### src/rtl/correlation_frame_packer_if.sv
// Byte-stream and snapshot bundle for the correlation frame packer.
// master: the packer side (takes snapshots, offers bytes).
// slave : the environment side (integrator + UART transmitter).
interface correlation_frame_packer_if #(
  parameter int RESOLUTION = 16,
  parameter int NUM_INPUTS = 8
);
  localparam int NUM_WORDS = NUM_INPUTS + NUM_INPUTS*(NUM_INPUTS-1)/2;

  logic                            snapshot;
  logic [RESOLUTION*NUM_WORDS-1:0] data_in;
  logic [7:0]                      tx_byte;
  logic                            tx_valid;
  logic                            tx_ready;
  logic                            busy;
  logic [7:0]                      overrun_count;

  modport master (
    input  snapshot, data_in, tx_ready,
    output tx_byte, tx_valid, busy, overrun_count
  );

  modport slave (
    output snapshot, data_in, tx_ready,
    input  tx_byte, tx_valid, busy, overrun_count
  );
endinterface

### src/rtl/correlation_frame_packer.sv
// Correlation frame packer: latches a snapshot of all counter words and
// streams it as AA 55 <seq> <data bytes, little-endian per word> [<csum>].
// Optional feature macro: FRAME_CHECKSUM_EN adds the trailing checksum byte
// (mod-256 sum of seq and data bytes) and its CSUM state.
module correlation_frame_packer #(
  parameter int RESOLUTION = 16,
  parameter int NUM_INPUTS = 8
) (
  input  logic                      clk,
  input  logic                      reset,
  correlation_frame_packer_if.master bus
);
  localparam int NUM_WORDS = NUM_INPUTS + NUM_INPUTS*(NUM_INPUTS-1)/2;
  localparam int NUM_BYTES = NUM_WORDS*RESOLUTION/8;
  localparam int IDX_W     = (NUM_BYTES > 1) ? $clog2(NUM_BYTES) : 1;
  localparam logic [IDX_W-1:0] LAST_IDX = IDX_W'(NUM_BYTES-1);

`ifdef FRAME_CHECKSUM_EN
  typedef enum logic [2:0] {IDLE, SYNC0, SYNC1, SEQ, DATA, CSUM} state_e;
`else
  typedef enum logic [2:0] {IDLE, SYNC0, SYNC1, SEQ, DATA} state_e;
`endif

  state_e                      state_q, state_d;
  logic [NUM_BYTES-1:0][7:0]   shadow_q, shadow_d;   // byte view: word k byte j sits at k*RES/8+j
  logic [IDX_W-1:0]            idx_q, idx_d;
  logic [7:0]                  seq_q, seq_d;
  logic [7:0]                  ovr_q, ovr_d;
`ifdef FRAME_CHECKSUM_EN
  logic [7:0]                  csum_q, csum_d;
`endif
  logic [7:0]                  byte_c;
  logic                        active, xfer;

  // Outputs are pure functions of state, so they hold until the transfer.
  assign active            = (state_q != IDLE);
  assign xfer              = active && bus.tx_ready;
  assign bus.tx_valid      = active;
  assign bus.busy          = active;
  assign bus.tx_byte       = byte_c;
  assign bus.overrun_count = ovr_q;

  // Next-state, byte mux, checksum accumulation and overrun counting.
  always_comb begin
    state_d  = state_q;
    shadow_d = shadow_q;
    idx_d    = idx_q;
    seq_d    = seq_q;
    ovr_d    = ovr_q;
`ifdef FRAME_CHECKSUM_EN
    csum_d   = csum_q;
`endif
    byte_c   = 8'h00;
    case (state_q)
      IDLE: begin
        if (bus.snapshot) begin
          shadow_d = bus.data_in;
          idx_d    = '0;
          state_d  = SYNC0;
`ifdef FRAME_CHECKSUM_EN
          csum_d   = 8'h00;
`endif
        end
      end
      SYNC0: begin
        byte_c = 8'hAA;
        if (xfer) state_d = SYNC1;
      end
      SYNC1: begin
        byte_c = 8'h55;
        if (xfer) state_d = SEQ;
      end
      SEQ: begin
        byte_c = seq_q;
        if (xfer) begin
          state_d = DATA;
`ifdef FRAME_CHECKSUM_EN
          csum_d  = csum_q + seq_q;
`endif
        end
      end
      DATA: begin
        byte_c = shadow_q[idx_q];
        if (xfer) begin
`ifdef FRAME_CHECKSUM_EN
          csum_d = csum_q + byte_c;
`endif
          if (idx_q == LAST_IDX) begin
            idx_d   = '0;
`ifdef FRAME_CHECKSUM_EN
            state_d = CSUM;
`else
            state_d = IDLE;
            seq_d   = seq_q + 8'd1;
`endif
          end else begin
            idx_d = idx_q + 1'b1;
          end
        end
      end
`ifdef FRAME_CHECKSUM_EN
      CSUM: begin
        byte_c = csum_q;
        if (xfer) begin
          state_d = IDLE;
          seq_d   = seq_q + 8'd1;
        end
      end
`endif
      default: state_d = IDLE;
    endcase
    // Any snapshot while a frame is in flight (final-transfer cycle included) is dropped.
    if (active && bus.snapshot && ovr_q != 8'hFF) ovr_d = ovr_q + 8'd1;
  end

  // State registers with synchronous reset.
  always_ff @(posedge clk) begin
    if (reset) begin
      state_q  <= IDLE;
      shadow_q <= '0;
      idx_q    <= '0;
      seq_q    <= 8'h00;
      ovr_q    <= 8'h00;
`ifdef FRAME_CHECKSUM_EN
      csum_q   <= 8'h00;
`endif
    end else begin
      state_q  <= state_d;
      shadow_q <= shadow_d;
      idx_q    <= idx_d;
      seq_q    <= seq_d;
      ovr_q    <= ovr_d;
`ifdef FRAME_CHECKSUM_EN
      csum_q   <= csum_d;
`endif
    end
  end
endmodule

### src/flat_wrapper.sv
// flat-port wrapper written by rule: the top's interface ports become plain ports
module correlation_frame_packer_flat 
#(
  parameter int RESOLUTION = 16,
  parameter int NUM_INPUTS = 8
)
  (clk, reset, bus_snapshot, bus_data_in, bus_tx_ready, bus_tx_byte, bus_tx_valid, bus_busy, bus_overrun_count);
  correlation_frame_packer_if #(.RESOLUTION(RESOLUTION), .NUM_INPUTS(NUM_INPUTS)) bus_i ();
  input  logic clk;
  input  logic reset;
  input wire logic [$bits(bus_i.snapshot)-1:0] bus_snapshot;
  input wire logic [$bits(bus_i.data_in)-1:0] bus_data_in;
  input wire logic [$bits(bus_i.tx_ready)-1:0] bus_tx_ready;
  output wire logic [$bits(bus_i.tx_byte)-1:0] bus_tx_byte;
  output wire logic [$bits(bus_i.tx_valid)-1:0] bus_tx_valid;
  output wire logic [$bits(bus_i.busy)-1:0] bus_busy;
  output wire logic [$bits(bus_i.overrun_count)-1:0] bus_overrun_count;
  assign bus_i.snapshot = bus_snapshot;
  assign bus_i.data_in = bus_data_in;
  assign bus_i.tx_ready = bus_tx_ready;
  assign bus_tx_byte = bus_i.tx_byte;
  assign bus_tx_valid = bus_i.tx_valid;
  assign bus_busy = bus_i.busy;
  assign bus_overrun_count = bus_i.overrun_count;
  correlation_frame_packer #(.RESOLUTION(RESOLUTION), .NUM_INPUTS(NUM_INPUTS)) u_core (.clk(clk), .reset(reset), .bus(bus_i));
endmodule
### config.mk
export PLATFORM = sky130hd
export DESIGN_NAME = correlation_frame_packer_flat
export DESIGN_NICKNAME = d
export VERILOG_FILES = /design/src/rtl/correlation_frame_packer_if.sv /design/src/rtl/correlation_frame_packer.sv /design/src/flat_wrapper.sv
export SDC_FILE = /design/constraint.sdc
export NUM_CORES = 1
export LEC_CHECK = 0
export CAP_MARGIN = 20
export CORE_ASPECT_RATIO = 1.25
export CORE_MARGIN = 3
export CORE_UTILIZATION = 25
export DETAILED_ROUTE_END_ITERATION = 6
export HOLD_SLACK_MARGIN = 0.08
export PLACE_DENSITY = 0.57
export SYNTH_ARGS = -nofsm -noshare
export SYNTH_HDL_FRONTEND = slang
export SYNTH_SLANG_ARGS = --single-unit
### constraint.sdc
create_clock -name clk -period 7.5 [get_ports clk]
set_clock_uncertainty 0.2 [all_clocks]
set_input_delay 1.5 -clock clk [delete_from_list [all_inputs] [get_ports clk]]
set_output_delay 1.5 -clock clk [all_outputs]
set_load 0.02 [all_outputs]
==> flow_summary.toml <==
[run_status]
status = "completed"

[synthesis]
ys_types = 53
syn_avg_cell_area_um2 = 8.388
synthArstFlopShare_pct = 0
synth_top_family_by_area = "simple AND/OR/NAND/NOR gates"
synthMuxAreaShare_pct = 13.84
yosysSeqAreaShare_pct = 46.64
synth_edf_count = 0
synth_flop_cell = "dfxtp_1"
synth_warnings = 0
syn_area_um2 = 25840
synth-compound-area-share_pct = 14.44
synth_nets = 3664
ys_seq_elements = 602
synth_xor_xnor_area_share_pct = 0.6439
synth-simple-area-share_pct = 19.56
synth_cells = 3081
synthAdderAreaFrac_pct = 0.1453

[setup_path]
path_class = "reg -> out"
cpPeakStageDelay_ps = 940
slowest_stage = "dfxtp_4"
critPathMaxFanout = 51
cp-start-kind = "register"
cp.required_ps = 5800
crit_buf_inv = 2
cp_top_family = "buffers and inverters"
end_kind = "output port"
cp_cell_sequence = "buf_4 -> nor2b_2 -> a22oi_1 -> a21oi_1 -> nor3_1 -> a31o_1 -> clkdlybuf4s50_1"
crit_arrival_ps = 4640

[grt]
grt_max_degree = 228
grt_pass1_wl_um = 154200
grt_pass1_vias = 23169
grtUsageTotal_pct = 19.35
antenna_found_initial = 21
grt_overflow = 0

[sta]
maxSlewViolCount = 0
tns_ps = 0
setup_violations = 0
setup_slack_ps = 1158
max_freq_mhz = 157.7
fin_crit_ps = 6342
grt_setup_unrepaired = "false"
tightest_slew_ps = 1212
hold_violations = 0
period_share_pct = 84.56
max_slew_margin_pct = 19.18

[die]
die_y_um = 365.5
start_util_pct = 25.27
rows = 131
ios = 598
die-area_um2 = 107300
core_area_um2 = 102300
dieWidth_um = 293.6

[clocking]
clk_pin_slew_ps = 60
cts_post_setup_buffers_inserted = 0
cts_buffers = 70
cts_sinks = 602
cts_tree = "done"
cts-root-buf = "clkbuf_16"
clock_path_buffers = 3
cts_resized = 0
cts_hold_buf = 0
htree_levels = 3
worstSkewPairLatency_ps = 600

[power_and_ir_drop]
total_power_w = 0.008554
ir_worst_vdd_mv = 0.1518
p_leak_nw = 12.20
power.density_nw_per_um2 = 244.4

[place]
dp_slack_ps = 1781
io_buffers = 597
gp_congestion = 0.8546
hpwl_um = 80890

[worst_hold_path]
hold_path.class = "reg -> reg"

[cells_and_area]
final_nets = 4097
fill_cells = 10731
final_common_cell = "nand2_1"
drive_gt1_share_pct = 6.367
layout_common_cells = "1,167 x nand2_1, 602 x a21oi_1, 599 x dfxtp_1"
areaGrowthSynthToFinish_pct = 35.46

[route]
wl_um = 108500
firstDrtPassIters = 5
drcViolationCount = 0
viasPerCell = 4.776
vias = 23457
final_antenna_net_count = 0
avgRoutedWirePerCell_um = 22.09
first_iter_violations = 1557

[flow_run]
cap_violations = 0
==> through the flow <==
step | std cells | instance area, µm² | hold WS [ps] | utilization [%]
after global routing | 4902 | 34980 | 268.8 | 34.20
after detailed placement | 4772 | 32590 | 243.4 | 31.86
after global placement | 4772 | 32590 | 238.6 | 31.86
after CTS | 4895 | 34960 | 251.5 | 34.19
after floorplan | 3081 | 25840 | 231.5 | -
final | 4911 | 35000 | 250.7 | 34.23
==> worst min-delay path, cell delays in order, from the launching register on <==
cell and delay (ps):
dfxtp_1 300, nand2_1 50, a21oi_1 50
==> cells by family (layout without fill, tap and decap cells) <==
| logic type | after synthesis | after routing |
|---|---|---|
| DFF | 602 | 602 |
| adders and majority gates | 3 | 3 |
| AOI/OAI and AO/OA | 701 | 701 |
| buffers and inverters | 259 | 743 |
| other | 0 | 16 |
| and+or+nand+nor | 1284 | 1284 |
| muxes | 213 | 213 |
| xor gates and xnor gates | 19 | 19 |
==> layout make-up <==
| type | instances | area [µm²] | area share [%] |
|---|---|---|---|
| Inverter | 3 | 11.26 | 0.03217 |
| Clock inverter | 26 | 344.1 | 0.9830 |
| Clock buffer | 97 | 2034 | 5.812 |
| Tap cell | 1330 | 1664 | 4.754 |
| Timing Repair Buffer | 617 | 6269 | 17.91 |
| Multi-Input combinational cell | 2220 | 12580 | 35.94 |
| Sequential cell | 602 | 12060 | 34.46 |
| Antenna cell | 16 | 40.04 | 0.1144 |
==> sequential cells by signal (all words and copies together) (netlist names) <==
| signal | flops |
|---|---|
| u_core.bus.overrun_count | 8 |
| u_core.shadow_q | 576 |
| u_core.seq_q | 8 |
| u_core.state_q | 3 |
| u_core.idx_q | 7 |
==> worst paths after layout <==
| check | endpoint | slack (ps) | cells past startpoint | start |
|---|---|---|---|---|
| worst max-delay path | bus_tx_byte[3] | 1160 | 7 | u_core.idx_q[0] |
| worst min-delay path | u_core.shadow_q[295] | 250 | 2 | u_core.shadow_q[295] |
| worst max register to register | u_core.state_q[0] | 4450 | 6 | u_core.idx_q[1] |
| worst min register to register | u_core.shadow_q[295] | 250 | 2 | u_core.shadow_q[295] |
==> synth_stat cells (12+ instances only) <==
master    count  area [µm²]
nand3_1      13       65.06
mux4_2       65        1464
clkbuf_1    185       694.4
mux2i_1     106        1061
buf_2        29       145.1
nand2_1    1167        4380
or2_2        12       75.07
o22ai_1      24       150.1
buf_6        12       135.1
nor2_1       29       108.9
nor3_1       12       60.06
dfxtp_1     602       12050
a22oi_1      55       412.9
a21oi_1     602        3013
mux4_1       34       893.4
==> power by group <==
part / switching (W) / internal, W / total [W] / leakage [nW]
Clock: 0.00142 / 0.00214 / 0.00356 / 1.16
Sequential: 0.000189 / 0.00345 / 0.00363 / 4.94
Combinational: 0.000735 / 0.000624 / 0.00136 / 6.10
Total: 0.00234 / 0.00621 / 0.00855 / 12.2
==> routing by layer <==
| layer | routed length, µm | track usage [%] | vias up |
|---|---|---|---|
| met5 | 74 | 0 | - |
| met4 | 3928 | 7.968 | 10 |
| met3 | 6008 | 3.795 | 164 |
| met2 | 52620 | 32.78 | 715 |
| met1 | 45860 | 24.09 | 11231 |
| li1 | - | - | 11337 |
Power figures use the tool's default switching activity.
